`src/rtl/bus_xfer_pkg.sv`:
```
// Shared encodings for the bus transfer engine.
// Command opcodes and FSM state names.
package bus_xfer_pkg;

  typedef enum logic [1:0] {
    OP_NOP  = 2'b00,
    OP_LOAD = 2'b01,
    OP_MOVE = 2'b10,
    OP_READ = 2'b11
  } op_e;

  typedef enum logic [1:0] {
    ST_IDLE = 2'b00,
    ST_XFER = 2'b01,
    ST_RESP = 2'b10
  } state_e;

endpackage

```
`src/rtl/xfer_regfile.sv`:
```
// General register file for the bus transfer engine.
// One sync write port, combinational source and debug reads.
module xfer_regfile #(
  parameter int DATA_WIDTH = 32,
  parameter int NUM_REGS   = 16,
  parameter int REG_ADDR_W = 4,
  parameter int R0_ZERO    = 0
) (
  input  logic                  clock,
  input  logic                  clear,
  input  logic                  we,
  input  logic [REG_ADDR_W-1:0] waddr,
  input  logic [DATA_WIDTH-1:0] wdata,
  input  logic [REG_ADDR_W-1:0] raddr,
  output logic [DATA_WIDTH-1:0] rdata,
  input  logic [REG_ADDR_W-1:0] dbg_addr,
  output logic [DATA_WIDTH-1:0] dbg_data
);

  logic [DATA_WIDTH-1:0] mem [NUM_REGS];

  // Out-of-range slots and a hardwired R0 never hold data.
  function automatic logic live(input logic [REG_ADDR_W-1:0] a);
    return (32'(a) < NUM_REGS) && !((R0_ZERO != 0) && (a == '0));
  endfunction

  assign rdata    = live(raddr) ? mem[raddr] : '0;
  assign dbg_data = live(dbg_addr) ? mem[dbg_addr] : '0;

  always_ff @(posedge clock or posedge clear) begin
    if (clear) begin
      for (int i = 0; i < NUM_REGS; i++) begin
        mem[i] <= '0;
      end
    end else if (we && live(waddr)) begin
      mem[waddr] <= wdata;
    end
  end

endmodule

```
`src/rtl/bus_transfer_engine.sv`:
```
// Command-driven register transfer engine: regfile, MDR, shared bus.
// LOAD, MOVE and READ each run as a fixed three-cycle sequence.
module bus_transfer_engine
  import bus_xfer_pkg::*;
#(
  parameter int DATA_WIDTH = 32,
  parameter int NUM_REGS   = 16,
  parameter int REG_ADDR_W = 4,
  parameter int R0_ZERO    = 0
) (
  input  logic                  clock,
  input  logic                  clear,
  input  logic                  cmd_valid,
  output logic                  cmd_ready,
  input  logic [1:0]            cmd_op,
  input  logic [REG_ADDR_W-1:0] cmd_src,
  input  logic [REG_ADDR_W-1:0] cmd_dst,
  input  logic [DATA_WIDTH-1:0] mdata_in,
  output logic [DATA_WIDTH-1:0] bus_out,
  output logic                  rsp_valid,
  output logic [DATA_WIDTH-1:0] rsp_data,
  output logic                  rsp_err,
  input  logic [REG_ADDR_W-1:0] dbg_addr,
  output logic [DATA_WIDTH-1:0] dbg_data
);

  state_e                state;
  op_e                   op;
  logic [REG_ADDR_W-1:0] src;
  logic [REG_ADDR_W-1:0] dst;
  logic [DATA_WIDTH-1:0] mdr;
  logic [DATA_WIDTH-1:0] rdata;
  logic                  src_bad;
  logic                  dst_bad;
  logic                  xfer_err;
  logic                  wr;

  assign cmd_ready = (state == ST_IDLE) && !clear;
  assign src_bad   = 32'(src) >= NUM_REGS;
  assign dst_bad   = 32'(dst) >= NUM_REGS;

  always_comb begin
    xfer_err = 1'b0;
    case (op)
      OP_LOAD: xfer_err = dst_bad;
      OP_MOVE: xfer_err = src_bad || dst_bad;
      OP_READ: xfer_err = src_bad;
      default: xfer_err = 1'b0;
    endcase
  end

  assign bus_out = (state != ST_XFER) ? '0 :
                   (op == OP_LOAD)    ? mdr : rdata;

  assign wr = (state == ST_XFER) && !xfer_err &&
              ((op == OP_LOAD) || (op == OP_MOVE));

  xfer_regfile #(
    .DATA_WIDTH (DATA_WIDTH),
    .NUM_REGS   (NUM_REGS),
    .REG_ADDR_W (REG_ADDR_W),
    .R0_ZERO    (R0_ZERO)
  ) u_regs (
    .clock    (clock),
    .clear    (clear),
    .we       (wr),
    .waddr    (dst),
    .wdata    (bus_out),
    .raddr    (src),
    .rdata    (rdata),
    .dbg_addr (dbg_addr),
    .dbg_data (dbg_data)
  );

  always_ff @(posedge clock or posedge clear) begin
    if (clear) begin
      state     <= ST_IDLE;
      op        <= OP_NOP;
      src       <= '0;
      dst       <= '0;
      mdr       <= '0;
      rsp_valid <= 1'b0;
      rsp_data  <= '0;
      rsp_err   <= 1'b0;
    end else begin
      case (state)
        ST_IDLE: begin
          rsp_valid <= 1'b0;
          if (cmd_valid) begin
            op  <= op_e'(cmd_op);
            src <= cmd_src;
            dst <= cmd_dst;
            if (op_e'(cmd_op) == OP_LOAD) mdr <= mdata_in;
            if (op_e'(cmd_op) != OP_NOP) state <= ST_XFER;
          end
        end
        ST_XFER: begin
          rsp_valid <= 1'b1;
          rsp_data  <= xfer_err ? '0 : bus_out;
          rsp_err   <= xfer_err;
          state     <= ST_RESP;
        end
        ST_RESP: begin
          rsp_valid <= 1'b0;
          state     <= ST_IDLE;
        end
        default: begin
          rsp_valid <= 1'b0;
          state     <= ST_IDLE;
        end
      endcase
    end
  end

endmodule
```
`config.mk`:
```
export PLATFORM = sky130hd
export DESIGN_NAME = bus_transfer_engine
export DESIGN_NICKNAME = d
export VERILOG_FILES = /design/src/rtl/bus_xfer_pkg.sv /design/src/rtl/xfer_regfile.sv /design/src/rtl/bus_transfer_engine.sv
export SDC_FILE = /design/constraint.sdc
export NUM_CORES = 1
export LEC_CHECK = 0
export CAP_MARGIN = 20
export CORE_ASPECT_RATIO = 1.1
export CORE_MARGIN = 5
export CORE_UTILIZATION = 45
export CTS_CLUSTER_SIZE = 28
export DETAILED_ROUTE_END_ITERATION = 10
export PLACE_DENSITY_LB_ADDON = 0.08
export SETUP_SLACK_MARGIN = 0.05
export SYNTH_ARGS = -nofsm -noshare
export SYNTH_HDL_FRONTEND = slang
export SYNTH_SLANG_ARGS = --single-unit
```
`constraint.sdc`:
```
create_clock -name clock -period 21.7 [get_ports clock]
set_input_delay 5.425 -clock clock [delete_from_list [all_inputs] [get_ports clock]]
set_output_delay 5.425 -clock clock [all_outputs]
set_load 0.03 [all_outputs]
```
Word level (Yosys, flattened, before mapping)
Index checks and enable logic that the tools add are counted.

cells by class
  order comparisons = 4
  equal/unequal tests = 7
  muxes and demuxes = 15
  bitwise gates (word level) = 3
  reductions and logical operators = 10

operators by type and width
  operator            count
  $bwmux 512          1
  $bmux 32 s4         2
  $mux 32             7
  $demux 32 s4        1
  $ge 5x5->1 const B  3
  $not 4->5           3
  $eq 2x1->1 const B  3
  $lt 5x1->1 const B  1
  $mux 2              2
  $ne 2x1->1 const B  2
  $pmux 2 s2          1
  $reduce_and 2->1    2
  $logic_and 1x1->1   3
  $reduce_and 3->1    1
  $eq 2x2->1 const B  1
  $logic_not 2->1     1
  $ne 2x2->1 const B  1
  $reduce_bool 2->1   1
  $logic_not 1->1     1
  $logic_or 1x1->1    1
  $mux 1              1

word-level totals
  flip-flop bits (word level) = 589
  input bits = 49
  output and inout bits = 99

Longest topological paths before layout
Gate-level depths: netlist of run 1.

  word-level depth = 7
  gate-level depth with buffers = 9
  gate-level depth less buffers = 6

Hierarchy
Synthesis of run 1 repeated with hierarchy kept, for this count alone.

second synthesis, totals
  cell total of the unflattened synthesis = 1921
  area total of the unflattened synthesis = 29891.2 µm²

modules (own cells, without submodules)
  module               instances  cells each  area an instance (µm²)
  xfer_regfile         1          1677        26511.7
  bus_transfer_engine  1          244         3379.5

Least setup slack after synthesis of run 1
OpenSTA, ideal clock, no wires.

  path type = input-to-output
  start point = input port dbg_addr[1]
  end point = output port dbg_data[10]
  arrival = 7.094 ns
  data required time = 16.275 ns
  setup slack = 9.181 ns
  stages = 4
  path through = buf_2 buf_2 mux4_2 mux4_2

between the ends
  word-level cells in the longest chain between the ends = 4

ends and longest elaborated chain
  element                                     RTL line                   RTL
  start, declared                             bus_transfer_engine.sv:23  input logic [REG_ADDR_W-1:0] dbg_addr,
  $not 4->5 (not written as such)             xfer_regfile.sv:28         assign dbg_data = live(dbg_addr) ? mem[dbg_addr] : '0;
  $bmux 32 s4                                 xfer_regfile.sv:28
  $mux 32 (not written as such) (2 in a row)  xfer_regfile.sv:28
  end, declared                               bus_transfer_engine.sv:24  output logic [DATA_WIDTH-1:0] dbg_data

Every way passes these cells. The select of a mux whose other input is x is not followed.

Worst setup path in the final report of run 1
  start point = input port dbg_addr[1]
  end point = output port dbg_data[8]

The elaborated chain is that of the path after synthesis.

==> results of run 1 <==
registers in the layout, summed over array words and instances (netlist names):
signal / flops
src: 4
u_regs.mem: 512
rsp_data: 32
dst: 4
rsp_valid: 1
op: 2
mdr: 32
state: 2
final timing paths:
kind                                   start               to  cells after the start
worst min-delay path            rsp_data[22]     rsp_data[22]                      2
worst max-delay path             dbg_addr[1]      dbg_data[8]                      5
min in group asynchronous              clear         state[0]                      2
worst max register to register        src[1]  u_regs.mem[106]                      6
worst min register to register  rsp_data[22]     rsp_data[22]                      2
max in group asynchronous              clear  u_regs.mem[508]                      6
final cells by class:
class	instances	area [sq um]	share of cell area (%)
Clock buffer	109	2260	5.88
Clock inverter	19	181	0.472
Inverter	5	25.0	0.0651
Multi-Input combinational cell	1837	17600	45.7
Sequential cell	589	14700	38.4
Tap cell	963	1200	3.14
Timing Repair Buffer	266	2440	6.36
power by group:
group / switching [mW] / total [mW] / internal, mW
combinational: 0.828 / 1.27 / 0.437
clock: 0.484 / 1.24 / 0.752
sequential: 0.146 / 1.40 / 1.25
critical path, cell delays in order:
cell	delay, ps
buf_6	690
buf_4	840
mux4_2	610
mux4_2	540
clkdlybuf4s50_1	640
synthesized netlist by cell type, types with 2 or more instances:
master    count
nand4_1       2
o21ai_1      19
nand3_2       2
o21ai_0      14
clkbuf_1    140
dfrtp_1     589
nor2_1        2
mux2_2       41
nor2b_1       4
mux4_2      160
a22oi_1     128
a21oi_2      64
o41ai_2     256
nand3_1       4
o41ai_1     256
mux2i_1     256
inv_1         3
buf_4        62
nand2_1     546
o31ai_1      32
buf_6        31
nand4b_1      2
buf_1         9
buf_2        69
clkbuf_2      4
nand3b_1      7
nor3_1       33
layer usage:
| metal | GRT usage [%] | vias to the layer above | share of wire (%) |
|---|---|---|---|
| met5 | 0 | - | 0 |
| met1 | 37.6 | 13600 | 44 |
| li1 | - | 11000 | - |
| met2 | 42.4 | 1030 | 48 |
| met4 | 7.78 | 0 | 2.5 |
| met3 | 4.22 | 189 | 6.3 |
cell families (layout without fill, tap and decap cells):
logic type,after synthesis,count (layout)
AO/OA/AOI/OAI,770,770
adder cells (fa/ha/maj),1,1
buffers and inverters,322,399
flip-flops,589,589
multiplexers,457,457
other,1,1
AND/OR/NAND/NOR,608,608
stage by stage:
stage	util [%]	instances	setup slack (ps)
after floorplan	-	2748	8250
after global placement	48.0	3655	7550
after detailed placement	48.0	3655	7470
after CTS	51.2	3783	7460
after global routing	51.4	3788	7360
final	51.4	3788	7450
==> metrics.txt, run 1 <==
status finished clean; routed vias/inst 6.80; root buf cell clkbuf_16; total power 3.90 mW; post-synthesis mux area share 19.5%; max cap viols 0; main combinational cell family by area after synthesis compound AO/OA/AOI/OAI gates; CTS buffer count 72; first-pass GRT wire length 168 mm; Hold Path Class reg -> reg; critical path class in -> out; dpl hpwl 59.5 mm; final setup violation count 0; Die Area 81,000 sq um; Post-Route Skew 16.6 ps; final worst path period share 65.7%; Final nets 2,821; CTS H-tree depth 3; commonest non-fill, non-tap cell in the layout dfrtp_1; Post-Synth Simple-Gate Area 7.17%; Post-Syn Instances 2,748; Die H 298 um; gr ovfl total 0; DRC 0; Post-synth EDFFs 0; crit path DAT 8830 ps; unrepaired setup endpoints after global routing false; routability cong. 0.810; Slew Viols, Final 0; Die W 272 um; area grow syn2layout 13.2%; Avg Synthesized Cell Area 12.4 sq um; Port Buffer Count 146; post-synthesis adder-cell area fraction 0.0369%; FMAX 0.0702 GHz; Synth area leader dfrtp_1; Clock Latency Late Sink 600 ps; Initial DRT Pass Iterations 6; Final min period 14,250 ps; most frequent cells in the layout dfrtp_1, nand2_1, mux2i_1, o41ai_2, o41ai_1; Initial Util 45.4%; Critical Path RT 16,270 ps; XOR/XNOR share of the synthesized area 0%; area share of the leading cell type in the synthesized netlist 43.4%; Slew HR 22.4%; Ports 148; all-layer global routing usage 26.5%; Reg clk slew, reported paths 60 ps; worst slew pin tran 1160 ps; Final Hold Viols 0; initial antenna violation count 1; post-route cell area 38,400 sq um; Synthesis Warnings 0; CP Capture Type output port; post-route ant nets 0; WL final 109 mm; # clock sinks 589; CTS Hold Bufs 0; vias in the first global route 26.4k; Top FF cell, synth dfrtp_1; FF+latch count, synth 589; placed cell areas 35,900 sq um; largest cells by area after synthesis dfrtp_1, o41ai_2, mux4_2; R2R Setup Slk 17,480 ps; syn nets 2,798; Hold Slack 472 ps; Gates resized, CTS repair 0; sequential share of the synthesized area 43.4%; n_diodes 0; Vias 25.8k; PwrDens 102 nW/um^2; Distinct cells, synth 40; Netlist Area Pre-Place 33,900 sq um; Post-CTS Setup Repair Bufs 0; core area 74,800 sq um; routed len/inst 28.9 um; Clock Path Buffers 3; Layout fillers 6,411; Leakage 16.6 nW; async set-reset flop share out of synthesis 100%; largest net degree at the start of global routing 129; compound-gate portion of the synthesized area 24.6%; Fin Setup TNS 0 ps; Initial DRC Count 2,483; maximum VDD drop 0.0523 mV; CTS tree yes; share of layout cells above drive strength 1 28.0%; Cell Rows 105; Startpoint Class primary input; CP Max Fanout 78
No activity file was read; power rests on OpenSTA's default activity.
==> run 2, diff against run 1 <==
clock period = 12.6 ns   (was 21.7 ns; I/O delays follow)
==> run 2 against run 1 <==
Non-clock buffer count down 7. Cell count down 0.40%. Routed wire length about the same.
==> metrics.txt, run 2 (synthesis gave the netlist of run 1 again) <==
Slew Viols, Final 0 (unchanged); Hold Path Class reg -> reg; Post-Route Skew 20.2 ps (+3.59 ps); maximum VDD drop 0.104 mV (+98%); max FFs per register 512 (unchanged); first-pass GRT wire length 168 mm (about the same); Top Registers u_regs.mem x512, mdr x32, rsp_data x32; CP Max Fanout 55 (-29%); hold_sp rsp_data[22]; Hold Crit Depth 2 (unchanged); WL final 109 mm (about the same); unrepaired setup endpoints after global routing false; Critical Path RT 9450 ps (-6820 ps); dpl hpwl 58.3 mm (-2.0%); Top reg by flops u_regs.mem; share of layout cells above drive strength 1 27.4% (-0.63 points); gr ovfl total 0 (unchanged); critical path class in -> out; Slew HR 22.5% (+0.099 points); routed vias/inst 6.79 (-0.13%); R2R Path End u_regs.mem[265]; PwrDens 174 nW/um^2 (+72%); CTS H-tree depth 3 (unchanged); fin worst setup slack 3120 ps (-4330 ps); Layout fillers 6,365 (-0.72%); Die Area 81,000 sq um (unchanged); worst slew pin tran 1160 ps (-1.49 ps); R2R Setup Slk 8860 ps (-8620 ps); status finished clean; Hold Path Sink rsp_data[22]; crit path DAT 6330 ps (-2500 ps); root buf cell clkbuf_16; CTS buffer count 70 (-2.8%); Die W 272 um (unchanged); Post-CTS Setup Repair Bufs 0 (unchanged); Initial Util 45.4% (unchanged); DRC 0 (unchanged); Initial DRT Pass Iterations 5 (-1); Fin Setup TNS 0 ps (unchanged); Die H 298 um (unchanged); RR Startpoint src[2]; routability cong. 0.795 (-1.8%); routed len/inst 29.0 um (+0.33%); initial antenna violation count 0 (-1); n_diodes 0 (unchanged); pre-CTS setup slack 3080 ps (-4390 ps); final setup violation count 0 (unchanged); largest net degree at the start of global routing 171 (+33%); core area 74,800 sq um (unchanged); Vias 25.6k (-0.52%); all-layer global routing usage 26.5% (about the same); Final min period 9480 ps; CTS Hold Bufs 0 (unchanged); post-route ant nets 0 (unchanged); Leakage 16.4 nW (-0.65%); Initial DRC Count 2,235 (-10%); most frequent cells in the layout dfrtp_1, nand2_1, mux2i_1, o41ai_2, o41ai_1; Gates resized, CTS repair 0 (unchanged); Clock Path Buffers 3 (unchanged); Reg clk slew, reported paths 50 ps (about the same); # clock sinks 589 (unchanged); CP Capture Type output port; FMAX 0.105 GHz; Clock Latency Late Sink 600 ps (about the same); final worst path period share 75.2%; area grow syn2layout 12.7%; Startpoint Class primary input; Reg2Reg Depth 5 (-1); Port Buffer Count 146 (unchanged); vias in the first global route 26.1k (-1.1%); Final Hold Viols 0 (unchanged); Final nets 2,812 (-0.32%); Ports 148 (unchanged); CTS tree yes; Cell Rows 105 (unchanged); max cap viols 0 (unchanged); commonest non-fill, non-tap cell in the layout dfrtp_1
-- run 2: cell types whose count changed in the layout (fill, tap and decap cells not counted), sizes merged --
cell    change
clkbuf      -4
inv         -3
buf         -7
bufinv      +3
clkinv      -4
-- run 2: layout make-up --
type / instances / area [sq um] / area share, %
multi-input combinational: 1837 / 17600 / 45.9
sequential: 589 / 14700 / 38.6
timing repair buffer: 259 / 2400 / 6.27
clock buffer: 105 / 2090 / 5.46
tap: 963 / 1200 / 3.15
clock inverter: 15 / 225 / 0.589
inverter: 5 / 25.0 / 0.0654
-- run 2: through the flow --
stage | power (mW) | cell area [sq um] | hold WS, ps | std cells | util (%)
CTS | 6.71 | 38200 | 478 | 3771 | 51.1
global route | 6.96 | 38200 | 506 | 3773 | 51.2
global placement | 4.55 | 35900 | 460 | 3651 | 48.0
floorplan | 3.95 | 33900 | 460 | 2748 | -
detailed placement | 4.60 | 35900 | 466 | 3651 | 48.0
finish | 6.67 | 38200 | 476 | 3773 | 51.2
-- run 2: layer usage --
| layer | vias to the layer above | routed length (um) | GRT usage, % | part of all wire, % |
|---|---|---|---|---|
| met3 | 177 | 7510 | 5.23 | 6.9 |
| met1 | 13600 | 47100 | 37.2 | 43 |
| met4 | 0 | 3030 | 7.78 | 2.8 |
| met2 | 967 | 51600 | 42.1 | 47 |
| met5 | - | 0 | 0 | 0 |
| li1 | 10900 | - | - | - |
-- run 2: worst max path at each step --
stage          slack (ps)  cells after the start            to   startpoint
3_3_place_gp         3120                      5  dbg_data[31]  dbg_addr[0]
5_1_grt              2920                      5  dbg_data[31]  dbg_addr[0]
3_5_place_dp         3080                      5  dbg_data[31]  dbg_addr[0]
6_report             3120                      5  dbg_data[31]  dbg_addr[0]
2_1_floorplan        1420                      1        dst[0]        clear
4_1_cts              3070                      5  dbg_data[31]  dbg_addr[0]
-- run 2: critical path: stages --
cell and delay (ps):
clkbuf_8 530, buf_4 770, mux4_2 580, mux4_2 550, clkdlybuf4s50_1 650
-- run 2: where the power goes --
group | total [mW] | switching (mW) | internal, mW
Combinational | 2.19 | 1.43 | 0.752
Clock | 2.08 | 0.824 | 1.26
Sequential | 2.40 | 0.243 | 2.16
Total | 6.67 | 2.50 | 4.17
